<file path="config.mk">
export PLATFORM = sky130hd
export DESIGN_NAME = digit_scan_mux_flat
export DESIGN_NICKNAME = d
export VERILOG_FILES = /design/src/rtl/digit_scan_mux_if.sv /design/src/rtl/digit_scan_mux.sv /design/src/flat_wrapper.sv
export SDC_FILE = /design/constraint.sdc
export NUM_CORES = 1
export LEC_CHECK = 0
export ABC_CLOCK_PERIOD_IN_PS = 5100
export CORE_UTILIZATION = 45
export CTS_CLUSTER_DIAMETER = 50
export DETAILED_ROUTE_END_ITERATION = 8
export PLACE_DENSITY = 0.77
export SYNTH_ARGS = -nofsm -noshare
export SYNTH_HDL_FRONTEND = slang
export SYNTH_SLANG_ARGS = --single-unit
</file>
<file path="constraint.sdc">
create_clock -name clk -period 5.1 [get_ports clk]
set_clock_uncertainty 0.2 [all_clocks]
set_input_delay 1.02 -clock clk [delete_from_list [all_inputs] [get_ports clk]]
set_output_delay 1.02 -clock clk [all_outputs]
set_load 0.05 [all_outputs]
</file>
<file path="src/rtl/digit_scan_mux_if.sv">
// Display-scan bundle: scan enable, four digit values and dp mask in; slot select and drive out.
// master drives the digit values and enable; slave is the scan driver.
// Widths follow DIGIT_W, which must match the driver's parameter.
interface digit_scan_mux_if #(
  parameter int DIGIT_W = 4
);
  logic               en;
  logic [DIGIT_W-1:0] d0;
  logic [DIGIT_W-1:0] d1;
  logic [DIGIT_W-1:0] d2;
  logic [DIGIT_W-1:0] d3;
  logic [3:0]         dp_mask;
  logic [1:0]         sel;
  logic               active;
  logic [DIGIT_W-1:0] digit;
  logic               dp;
  logic               blank;
  logic               tick;

  modport master (
    output en, d0, d1, d2, d3, dp_mask,
    input  sel, active, digit, dp, blank, tick
  );

  modport slave (
    input  en, d0, d1, d2, d3, dp_mask,
    output sel, active, digit, dp, blank, tick
  );
endinterface

</file>
<file path="src/rtl/digit_scan_mux.sv">
// Scan driver for a 4-digit display: steps sel every CLK_DIV enabled cycles, muxes digit/dp/blank.
// Latency: all outputs registered; input digit/dp changes appear 1 cycle later, aligned with sel.
// No backpressure: en=0 freezes the scan and drops active. Option macro: LEADING_ZERO_BLANK_EN.
module digit_scan_mux #(
  parameter int CLK_DIV = 1000,
  parameter int DIGIT_W = 4
) (
  input logic clk,
  input logic rst,
  digit_scan_mux_if.slave bus
);

  localparam int CW = (CLK_DIV > 1) ? $clog2(CLK_DIV) : 1;
  localparam logic [CW-1:0] CNT_MAX = CW'(CLK_DIV - 1);

  logic [CW-1:0]      cnt;
  logic [1:0]         sel;
  logic               active;
  logic [DIGIT_W-1:0] digit;
  logic               dp;
  logic               blank;
  logic               tick;

  logic               wrap;
  logic [1:0]         sel_nxt;
  logic [DIGIT_W-1:0] digit_nxt;
  logic               blank_nxt;

  // Next slot: advance only when the prescaler finishes an enabled slot.
  always_comb begin
    wrap    = bus.en && (cnt == CNT_MAX);
    sel_nxt = wrap ? sel + 2'd1 : sel;
  end

  // Pick the digit for the slot sel is about to hold, so digit/dp/blank never lag sel.
  always_comb begin
    digit_nxt = bus.d0;
    case (sel_nxt)
      2'd0: digit_nxt = bus.d0;
      2'd1: digit_nxt = bus.d1;
      2'd2: digit_nxt = bus.d2;
      2'd3: digit_nxt = bus.d3;
      default: digit_nxt = bus.d0;
    endcase
  end

`ifdef LEADING_ZERO_BLANK_EN
  // A position is blank when it and every position to its left hold zero; position 0 always shows.
  always_comb begin
    blank_nxt = 1'b0;
    case (sel_nxt)
      2'd3: blank_nxt = (bus.d3 == '0);
      2'd2: blank_nxt = (bus.d3 == '0) && (bus.d2 == '0);
      2'd1: blank_nxt = (bus.d3 == '0) && (bus.d2 == '0) && (bus.d1 == '0);
      default: blank_nxt = 1'b0;
    endcase
  end
`else
  // Leading-zero suppression not built: nothing is ever blanked.
  always_comb begin
    blank_nxt = 1'b0;
  end
`endif

  // Prescaler, slot select and registered display outputs.
  always_ff @(posedge clk) begin
    if (rst) begin
      cnt    <= '0;
      sel    <= 2'd0;
      active <= 1'b0;
      digit  <= '0;
      dp     <= 1'b0;
      blank  <= 1'b0;
      tick   <= 1'b0;
    end else begin
      if (bus.en) begin
        cnt <= wrap ? '0 : cnt + 1'b1;
      end
      sel    <= sel_nxt;
      tick   <= wrap;
      active <= bus.en;
      digit  <= digit_nxt;
      dp     <= bus.dp_mask[sel_nxt];
      blank  <= blank_nxt;
    end
  end

  assign bus.sel    = sel;
  assign bus.active = active;
  assign bus.digit  = digit;
  assign bus.dp     = dp;
  assign bus.blank  = blank;
  assign bus.tick   = tick;

endmodule

</file>
<file path="src/flat_wrapper.sv">
// flat-port wrapper written by rule: the top's interface ports become plain ports
module digit_scan_mux_flat 
#(
  parameter int CLK_DIV = 1000,
  parameter int DIGIT_W = 4
)
  (clk, rst, bus_en, bus_d0, bus_d1, bus_d2, bus_d3, bus_dp_mask, bus_sel, bus_active, bus_digit, bus_dp, bus_blank, bus_tick);
  digit_scan_mux_if #(.DIGIT_W(DIGIT_W)) bus_i ();
  input logic clk;
  input logic rst;
  input wire logic [$bits(bus_i.en)-1:0] bus_en;
  input wire logic [$bits(bus_i.d0)-1:0] bus_d0;
  input wire logic [$bits(bus_i.d1)-1:0] bus_d1;
  input wire logic [$bits(bus_i.d2)-1:0] bus_d2;
  input wire logic [$bits(bus_i.d3)-1:0] bus_d3;
  input wire logic [$bits(bus_i.dp_mask)-1:0] bus_dp_mask;
  output wire logic [$bits(bus_i.sel)-1:0] bus_sel;
  output wire logic [$bits(bus_i.active)-1:0] bus_active;
  output wire logic [$bits(bus_i.digit)-1:0] bus_digit;
  output wire logic [$bits(bus_i.dp)-1:0] bus_dp;
  output wire logic [$bits(bus_i.blank)-1:0] bus_blank;
  output wire logic [$bits(bus_i.tick)-1:0] bus_tick;
  assign bus_i.en = bus_en;
  assign bus_i.d0 = bus_d0;
  assign bus_i.d1 = bus_d1;
  assign bus_i.d2 = bus_d2;
  assign bus_i.d3 = bus_d3;
  assign bus_i.dp_mask = bus_dp_mask;
  assign bus_sel = bus_i.sel;
  assign bus_active = bus_i.active;
  assign bus_digit = bus_i.digit;
  assign bus_dp = bus_i.dp;
  assign bus_blank = bus_i.blank;
  assign bus_tick = bus_i.tick;
  digit_scan_mux #(.CLK_DIV(CLK_DIV), .DIGIT_W(DIGIT_W)) u_core (.clk(clk), .rst(rst), .bus(bus_i));
endmodule
</file>
* Yosys cells after proc, flatten, opt, wreduce, memory -nomap -nowiden
Index checks and enable logic that the tools add are counted.
Widths: inputs -> output; s select.
** Cells by class
- Add/sub/neg operators :: 2
- $lt $le $gt $ge :: 1
- Eq/ne operators :: 4
- Mux-type cells :: 5
- Reduce and logical (&&, ||, !) cells :: 2
** Operators with widths (count)
- $pmux 4 s4 :: 1
- $add 10x1->10 const B :: 1
- $eq 10x10->1 const B :: 1
- $mux 10 :: 1
- $eq 2x2->1 const B :: 2
- $lt 2x3->1 const B :: 1
- $add 2x1->2 const B :: 1
- $bmux 1 s2 :: 1
- $eq 2x1->1 const B :: 1
- $logic_not 2->1 :: 1
- $mux 2 :: 1
- $logic_and 1x1->1 :: 1
- $mux 1 :: 1
** Storage, ports and cells
- Flip-flop bits (word level) :: 19
- Output and inout bits :: 10
- Logic and storage cells :: 20

* Longest topological paths before layout
Gate-level depths: netlist of run 1.
- Depth in word-level cells :: 5
- Depth in mapped cells :: 6
- Gate-level depth less buffers :: 5

* Least setup slack after synthesis of run 1
Ideal clock, no wire load.
- Kind :: input-to-reg
- Start point :: in bus_en
- End point :: reg u_core.dp, in the netlist u_core.bus.dp
- Arrival time :: 1793 ps
- Setup slack :: 2968 ps
- Cell stages on the path :: 5
- Buffers on the path :: 1
- Cell sequence :: nand4_2 nor3_4 buf_4 a2111oi_1 a2111oi_2
** On the way
- Longest elaborated chain between the ends :: 4
** RTL lines
- start: declaration :: line flat_wrapper.sv:11 : input wire logic [$bits(bus_i.en)-1:0] bus_en;
- $logic_and 1x1->1 :: line digit_scan_mux.sv:31 : wrap = bus.en && (cnt == CNT_MAX);
- $mux 2 :: line digit_scan_mux.sv:32 : sel_nxt = wrap ? sel + 2'd1 : sel;
- $bmux 1 s2 :: line digit_scan_mux.sv:83 : dp <= bus.dp_mask[sel_nxt];
- $mux 1 (implied by the code) :: line digit_scan_mux.sv:83
- end signal: assignment :: line digit_scan_mux.sv:83
- end: declaration :: line digit_scan_mux.sv:20 : logic dp;
Every way passes these cells. The select of a mux whose other input is x is not followed.
A chain may end at the register's enable or synchronous reset.

* Final worst setup path of run 1
- Start point :: reg u_core.sel[1], in the netlist u_core.bus.sel[1]
- End point :: out bus_sel[1]
** RTL lines
- start: declaration :: line digit_scan_mux.sv:17 : logic [1:0] sel;
- start signal: assignment :: line digit_scan_mux.sv:79 : sel <= sel_nxt;
- end: declaration :: line flat_wrapper.sv:17 : output wire logic [$bits(bus_i.sel)-1:0] bus_sel;
No word-level cell between the ends.

==> impl_metrics.env, run 1 <==
export IMPL_run_status="completed"
export IMPL_ys_types=33
export IMPL_synth_seq_area_share=0.353
export IMPL_synth_most_common_cell="dfxtp_1"
export IMPL_place_gp_congestion=0.824
export IMPL_finalCriticalPeriod_ps=3230
export IMPL_num_rows=17
export IMPL_drt_iter0_markers=19
export IMPL_cts_root_buf="clkbuf_4"
export IMPL_peakVddDrop_uv=189
export IMPL_yosys_top_cells_count="dfxtp_1, nor3_1, mux2i_1, xnor2_1"
export IMPL_p_clk_frac=0.272
export IMPL_htree_levels=1
export IMPL_finalCritPeriodShare=0.633
export IMPL_path_buf_inv=1
export IMPL_post_drt_wl_per_cell_um=14.7
export IMPL_netlist_top_cells_area="dfxtp_1, mux2i_1, xnor2_1"
export IMPL_clockBufferDepth=2
export IMPL_cts_tree="done"
export IMPL_ys_warn_count=0
export IMPL_syn_inst=116
export IMPL_syn_area_um2=1080
export IMPL_p_total_mw=0.278
export IMPL_worstSkewPairLatency_ps=300
export IMPL_leakage_nw=0.481
export IMPL_finalMaxSlewViolations=0
export IMPL_tns_ps=0
export IMPL_max_freq_ghz=0.310
export IMPL_power_switching_mw=0.0700
export IMPL_tightest_slew_ps=701
export IMPL_vias=1003
export IMPL_drive_gt1_frac=0.0563
export IMPL_ys_flop_type="dfxtp_1"
export IMPL_pre_cts_ws_ps=1740
export IMPL_grt_max_degree=20
export IMPL_worstSetupPathType="register to output port"
export IMPL_powerDensity_nw_per_um2=198
export IMPL_synth_fp_nets=140
export IMPL_required_ps=3880
export IMPL_maxSlewHeadroom=0.532
export IMPL_yosys_area_top_type="dfxtp_1"
export IMPL_vias_per_cell=5.90
export IMPL_synth_top_cell_area_share=0.353
export IMPL_critPathArrivalTime_ps=2010
export IMPL_initial_core_util=0.482
export IMPL_hold_path_class="register to register"
export IMPL_dr_pass1_iters=4
export IMPL_post_place_cells=166
export IMPL_clk_pin_slew_ps=110
export IMPL_rsz0062_at_grt="false"
export IMPL_synthArstFlopShare=0
export IMPL_grt_pass1_vias=897
export IMPL_core_um2=2230
export IMPL_path_cells="clkdlybuf4s50_1"
export IMPL_die_width_um=50.9
export IMPL_avgSynthCellArea_um2=9.29
export IMPL_port_buffers=31
export IMPL_grt_util_all_layers=0.213
export IMPL_clock_sinks=19
export IMPL_setup_worst_path_start_class="register"
export IMPL_layout_setup_ws_ps=1870
export IMPL_ys_ff_latch=19
export IMPL_cts_hold_buf=0
export IMPL_dieArea_um2=2590
export IMPL_fp_dieH_um=50.9
export IMPL_slowest_delay_ps=930
export IMPL_place_hpwl_um=1860
export IMPL_antenna_cells=0
export IMPL_gr_total_overflow=0
export IMPL_p_int_mw=0.208
export IMPL_comb_power_share=0.170
export IMPL_endpoint_kind="output port"
export IMPL_critPathSlowestCell="clkdlybuf4s50_1"
export IMPL_drc=0
export IMPL_fin_cells=170
export IMPL_fillers=196
export IMPL_numCtsBuffers=3
export IMPL_seqPwrFrac=0.559
export IMPL_final_nets=167
export IMPL_critPathTopFamily="buffers and inverters"
export IMPL_crit_fanout=17
export IMPL_cts_resized_gates=0
export IMPL_drt_wl_total_um=2510
export IMPL_hold_viol=0
export IMPL_swShare=0.252
export IMPL_cts_setup_buffers=0
export IMPL_report_final_setup_viol=0
export IMPL_drv_cap=0
export IMPL_antenna_left=0
export IMPL_areaGrowthSynthToFinish_pct=30.1
export IMPL_antenna_found_initial=0
export IMPL_top_level_ports=33
export IMPL_grt_pass1_wl_um=4160
export IMPL_synth_edf_count=0
-- placed cells by master, fill, tap and decap left out, drive strengths merged --
master	n
and3	2
xnor2	6
nor4	2
xor2	5
nand2b	1
and4	1
a41oi	4
nor2	5
and4b	4
nor2b	5
a2111oi	2
clkdlybuf4s50	31
nor3	11
o31ai	2
nand4	5
and4bb	1
mux2i	6
clkbuf	4
nand4bb	1
and2	1
conb	1
nand3	4
ha	1
a211oi	4
nand2	5
dfxtp	19
a21oi	5
o21ai	4
-- final cells by class --
type	instances	area, µm²	area share
tap	28	35.0	0.0250
timing repair buffer	31	310	0.221
clock buffer	4	26.3	0.0188
sequential	19	380	0.271
multi-input combinational	88	649	0.463
-- metrics by stage --
step / instance area [µm²] / utilization / hold slack [ps]
2_1_floorplan: 1080 / - / 275
3_3_place_gp: 1380 / 0.616 / 298
3_5_place_dp: 1380 / 0.616 / 305
4_1_cts: 1400 / 0.627 / 324
5_1_grt: 1400 / 0.627 / 357
6_report: 1400 / 0.627 / 322
-- registers in the layout, summed over array words and instances (netlist names) --
signal             count
u_core.bus.active      1
u_core.bus.sel         2
u_core.bus.digit       4
u_core.bus.dp          1
u_core.bus.tick        1
u_core.cnt            10
-- power by group through the flow --
stage | Sequential, mW | Combinational, mW | Clock (mW)
after floorplan | 0.167 | 0.0146 | 0
after global placement | 0.158 | 0.0465 | 0
after detailed placement | 0.158 | 0.0471 | 0
after CTS | 0.155 | 0.0474 | 0.0779
after global routing | 0.156 | 0.0499 | 0.0850
final | 0.155 | 0.0471 | 0.0755
-- kinds of logic (layout without fill, tap and decap cells) --
family | Yosys count | after routing | synth area share
buffers and inverters | 9 | 35 | 0.0441
xor gates and xnor gates | 11 | 11 | 0.0964
muxes | 6 | 6 | 0.0558
DFF | 19 | 19 | 0.353
other | 1 | 1 | 0.00348
and+or+nand+nor | 48 | 48 | 0.296
adders and majority gates | 1 | 1 | 0.0116
AOI/OAI and AO/OA | 21 | 21 | 0.139
-- final timing paths --
path / from / to / slack, ps / depth (start not counted)
hold / removal: u_core.cnt[1] / u_core.cnt[1] / 320 / 2
setup / recovery: u_core.bus.sel[1] / bus_sel[1] / 1870 / 1
setup reg to reg: u_core.cnt[0] / u_core.bus.dp / 2860 / 5
hold reg to reg: u_core.cnt[1] / u_core.cnt[1] / 320 / 2
-- per-layer routing --
layer  track usage  part of all wire  vias up
li1              -                 -      485
met1         0.252              0.44      485
met2         0.360              0.48       29
met3        0.0446             0.059        4
met4         0.106             0.014        0
met5             0                 0        -
(Power assumes the default switching activity.)
==> run 2: changes to the inputs <==
Settings changed: ABC_CLOCK_PERIOD_IN_PS 5100 to 2800, CORE_ASPECT_RATIO from default to 2, CORE_UTILIZATION 45 to 41, PLACE_DENSITY 0.77 to 0.74.
Clock period 5.1 ns to 2.8 ns, I/O delays scaled along.
==> impl_metrics.env, run 2 (synthesis results as in run 1) <==
export IMPL_cts_tree="done"
export IMPL_leakage_nw=0.518
export IMPL_finalMaxSlewViolations=0
export IMPL_initial_core_util=0.430
export IMPL_clock_sinks=19
export IMPL_critPathSlowestCell="clkdlybuf4s50_1"
export IMPL_p_total_mw=0.561
export IMPL_largestRegisters="u_core.cnt: 10 flops, u_core.bus.digit: 4 flops, u_core.bus.sel: 2 flops"
export IMPL_dr_pass1_iters=4
export IMPL_vias=1021
export IMPL_antenna_cells=0
export IMPL_path_buf_inv=1
export IMPL_grt_util_all_layers=0.214
export IMPL_top_level_ports=33
export IMPL_final_util=0.582
export IMPL_grt_pass1_vias=967
export IMPL_max_freq_ghz=0.453
export IMPL_final_cell_mix="clkdlybuf4s50_1, dfxtp_1, nor3_1"
export IMPL_core_um2=2500
export IMPL_antenna_left=0
export IMPL_finalCritPeriodShare=0.788
export IMPL_required_ps=2040
export IMPL_tightest_slew_ps=525
export IMPL_worstSetupPathType="register to output port"
export IMPL_critPathArrivalTime_ps=1450
export IMPL_cts_resized_gates=0
export IMPL_num_rows=26
export IMPL_path_cells="clkdlybuf4s50_1"
export IMPL_run_status="completed"
export IMPL_grt_max_degree=17
export IMPL_fp_dieH_um=74.5
export IMPL_drc=0
export IMPL_hold_path_class="register to register"
export IMPL_setup_worst_path_start_class="register"
export IMPL_largest_reg_flops=10
export IMPL_gr_total_overflow=0
export IMPL_cts_hold_buf=0
export IMPL_tns_ps=0
export IMPL_numCtsBuffers=3
export IMPL_die_width_um=38.2
export IMPL_crit_fanout=3
export IMPL_place_gp_congestion=0.771
export IMPL_drt_wl_total_um=2730
export IMPL_cts_root_buf="clkbuf_8"
export IMPL_slowest_delay_ps=820
export IMPL_fillers=218
export IMPL_powerDensity_nw_per_um2=384
export IMPL_drive_gt1_frac=0.0952
export IMPL_dieArea_um2=2850
export IMPL_drt_iter0_markers=42
export IMPL_port_buffers=31
export IMPL_peakVddDrop_uv=307
export IMPL_final_nets=172
export IMPL_hold_viol=0
export IMPL_htree_levels=1
export IMPL_cts_setup_buffers=0
export IMPL_endpoint_kind="output port"
export IMPL_antenna_found_initial=0
export IMPL_clockBufferDepth=2
export IMPL_clk_pin_slew_ps=70
export IMPL_worstSkewPairLatency_ps=260
export IMPL_maxSlewHeadroom=0.649
export IMPL_post_drt_wl_per_cell_um=15.6
export IMPL_areaGrowthSynthToFinish_pct=35.4
export IMPL_finalCriticalPeriod_ps=2210
export IMPL_regMostFlops="u_core.cnt"
export IMPL_drv_cap=0
export IMPL_rsz0062_at_grt="false"
export IMPL_report_final_setup_viol=0
export IMPL_final_common_cell="clkdlybuf4s50_1"
export IMPL_place_hpwl_um=2110
export IMPL_critPathTopFamily="buffers and inverters"
export IMPL_vias_per_cell=5.83
export IMPL_grt_pass1_wl_um=4370
==> run 2: changes by cell type in the layout (fill, tap and decap cells not counted), sizes merged <==
cell | previous run | this run
clkbuf | 4 | 3
clkinv | 0 | 1
buf | 0 | 5
==> run 2: report_power, final <==
part           internal [mW]  switching [mW]
registers              0.278         0.00486
logic                 0.0471          0.0424
clock network         0.0989          0.0897
==> run 2: path summary, 6_finish.rpt <==
path | start | slack, ps | cells past startpoint | end
min | u_core.cnt[1] | 310 | 2 | u_core.cnt[1]
min reg2reg | u_core.cnt[1] | 310 | 2 | u_core.cnt[1]
max | u_core.bus.sel[0] | 590 | 1 | bus_sel[0]
max reg2reg | u_core.cnt[0] | 800 | 5 | u_core.bus.digit[2]
==> run 2: metal layers <==
layer | vias to the layer above | GRT usage | wire [µm]
li1 | 495 | - | -
met1 | 477 | 0.225 | 1010
met2 | 41 | 0.390 | 1510
met3 | 8 | 0.0239 | 153
met4 | 0 | 0.115 | 68
met5 | - | 0 | 0
==> run 2: worst min-delay path: cells and delay by family (launching register included) <==
kind             cells  cell delay, ps
AO/OA/AOI/OAI        1              50
AND/OR/NAND/NOR      1              80
flip-flops           1             340
==> run 2: layout make-up <==
type	count	area, µm²	share of cell area
multi-input combinational	88	649	0.445
sequential	19	380	0.261
timing repair buffer	36	348	0.238
clock buffer	3	41.3	0.0283
tap	28	35.0	0.0240
clock inverter	1	5.00	0.00343
==> run 2: per-stage QoR <==
step	instance area (µm²)	cells	setup slack [ps]	hold slack, ps
3_5_place_dp	1410	171	425	300
5_1_grt	1460	175	516	353
3_3_place_gp	1410	171	469	298
2_1_floorplan	1080	116	979	275
4_1_cts	1460	175	589	313
6_report	1460	175	595	314
==> run 3: changes to the inputs <==
Settings changed: ABC_CLOCK_PERIOD_IN_PS 2800 to 1800.
Clock period 2.8 ns to 1.8 ns, I/O delays scaled along.
==> impl_metrics.env, run 3 (synthesis results as in run 1) <==
export IMPL_grt_pass1_vias=1134
export IMPL_regMostFlops="u_core.cnt"
export IMPL_final_cell_mix="buf_4, clkdlybuf4s50_1, dfxtp_1"
export IMPL_drc=0
export IMPL_place_gp_congestion=0.841
export IMPL_port_buffers=31
export IMPL_swShare=0.239
export IMPL_fillers=220
export IMPL_reg2reg_slack_ps=70
export IMPL_largestRegisters="u_core.cnt: 10 flops, u_core.bus.digit: 4 flops, u_core.bus.sel: 2 flops"
export IMPL_die_width_um=38.2
export IMPL_leakage_nw=0.610
export IMPL_final_nets=187
export IMPL_tns_ps=0
export IMPL_p_int_mw=0.672
export IMPL_top_level_ports=33
export IMPL_pre_cts_ws_ps=-315
export IMPL_antenna_left=0
export IMPL_num_rows=26
export IMPL_finalMaxSlewViolations=0
export IMPL_final_util=0.648
export IMPL_powerDensity_nw_per_um2=544
export IMPL_crit_fanout=7
export IMPL_endpoint_kind="register"
export IMPL_antenna_cells=0
export IMPL_cts_hold_buf=0
export IMPL_place_hpwl_um=2330
export IMPL_drt_wl_total_um=3040
export IMPL_p_clk_frac=0.329
export IMPL_gr_total_overflow=0
export IMPL_multiInputGateArea_um2=696
export IMPL_required_ps=1740
export IMPL_largest_reg_flops=10
export IMPL_power_switching_mw=0.211
export IMPL_vias=1079
export IMPL_max_freq_ghz=0.579
export IMPL_dr_pass1_iters=4
export IMPL_hold_path_class="register to register"
export IMPL_vias_per_cell=5.68
export IMPL_drt_iter0_markers=22
export IMPL_drive_gt1_frac=0.290
export IMPL_grt_pass1_wl_um=4820
export IMPL_cts_root_buf="clkbuf_8"
export IMPL_rsz0062_at_grt="true"
export IMPL_grt_max_degree=18
export IMPL_grt_util_all_layers=0.239
export IMPL_final_common_cell="buf_4"
export IMPL_areaGrowthSynthToFinish_pct=50.6
export IMPL_antenna_found_initial=0
export IMPL_hold_viol=0
export IMPL_numCtsBuffers=3
export IMPL_cts_tree="done"
export IMPL_critPathArrivalTime_ps=1670
export IMPL_layout_setup_ws_ps=72.1
export IMPL_finalCritPeriodShare=0.960
export IMPL_p_total_mw=0.883
export IMPL_worstSkewPairLatency_ps=250
export IMPL_core_um2=2500
export IMPL_comb_power_share=0.174
export IMPL_fp_dieH_um=74.5
export IMPL_dieArea_um2=2850
export IMPL_run_status="completed"
export IMPL_peakVddDrop_uv=323
export IMPL_initial_core_util=0.430
export IMPL_finalCriticalPeriod_ps=1730
export IMPL_clock_sinks=19
export IMPL_htree_levels=1
export IMPL_clockBufferDepth=2
export IMPL_setup_worst_path_start_class="register"
export IMPL_drv_cap=0
export IMPL_clk_pin_slew_ps=70
export IMPL_worstSetupPathType="register to register"
export IMPL_seq_area_um2=385
export IMPL_seqPwrFrac=0.498
export IMPL_report_final_setup_viol=0
export IMPL_post_drt_wl_per_cell_um=16.0
==> run 3: power groups by stage <==
stage	Sequential (mW)	Clock [mW]	Combinational, mW
2_1_floorplan	0.473	0	0.0413
3_3_place_gp	0.446	0	0.145
3_5_place_dp	0.446	0	0.147
4_1_cts	0.437	0.300	0.149
5_1_grt	0.440	0.321	0.166
6_report	0.439	0.290	0.154
==> run 3: through the flow <==
step	hold slack (ps)	cells	cell area [µm²]
final	379	190	1620
after global routing	428	190	1620
after CTS	381	188	1580
after detailed placement	359	184	1520
after global placement	362	184	1520
after floorplan	275	116	1080
==> run 3: final timing paths <==
check                start                   to  cells past startpoint
max          u_core.cnt[1]  u_core.bus.digit[3]                      5
min          u_core.cnt[5]        u_core.cnt[5]                      2
max reg2reg  u_core.cnt[1]  u_core.bus.digit[3]                      5
min reg2reg  u_core.cnt[5]        u_core.cnt[5]                      2
==> run 3: per-layer routing <==
| layer | share of wire | track usage | wire length (µm) | vias up |
|---|---|---|---|---|
| met5 | 0 | 0 | 0 | - |
| met4 | 0.023 | 0.111 | 71 | 0 |
| met3 | 0.048 | 0.0209 | 146 | 6 |
| met2 | 0.60 | 0.480 | 1830 | 41 |
| met1 | 0.33 | 0.219 | 991 | 507 |
| li1 | - | - | - | 525 |
==> run 3: layout make-up <==
cell class,count,share of cell area
multi-input cells,88,0.429
repair buffers,51,0.285
flip-flops and latches,19,0.237
clock buffers,4,0.0278
well taps,28,0.0216
==> run 3: critical path, stage by stage, from the launching register on <==
cell and delay [ps]:
dfxtp_2 350, ha_4 160, and4bb_1 360, nand4_1 220, a21oi_1 270, a211oi_2 50
==> run 3: repair_timing <==
action / 4_1_cts / 5_1_grt
pin swaps: 1 / 3
setup buffers: 0 / 2
gates resized for setup: 5 / 6
setup endpoints to repair: 6 / 6
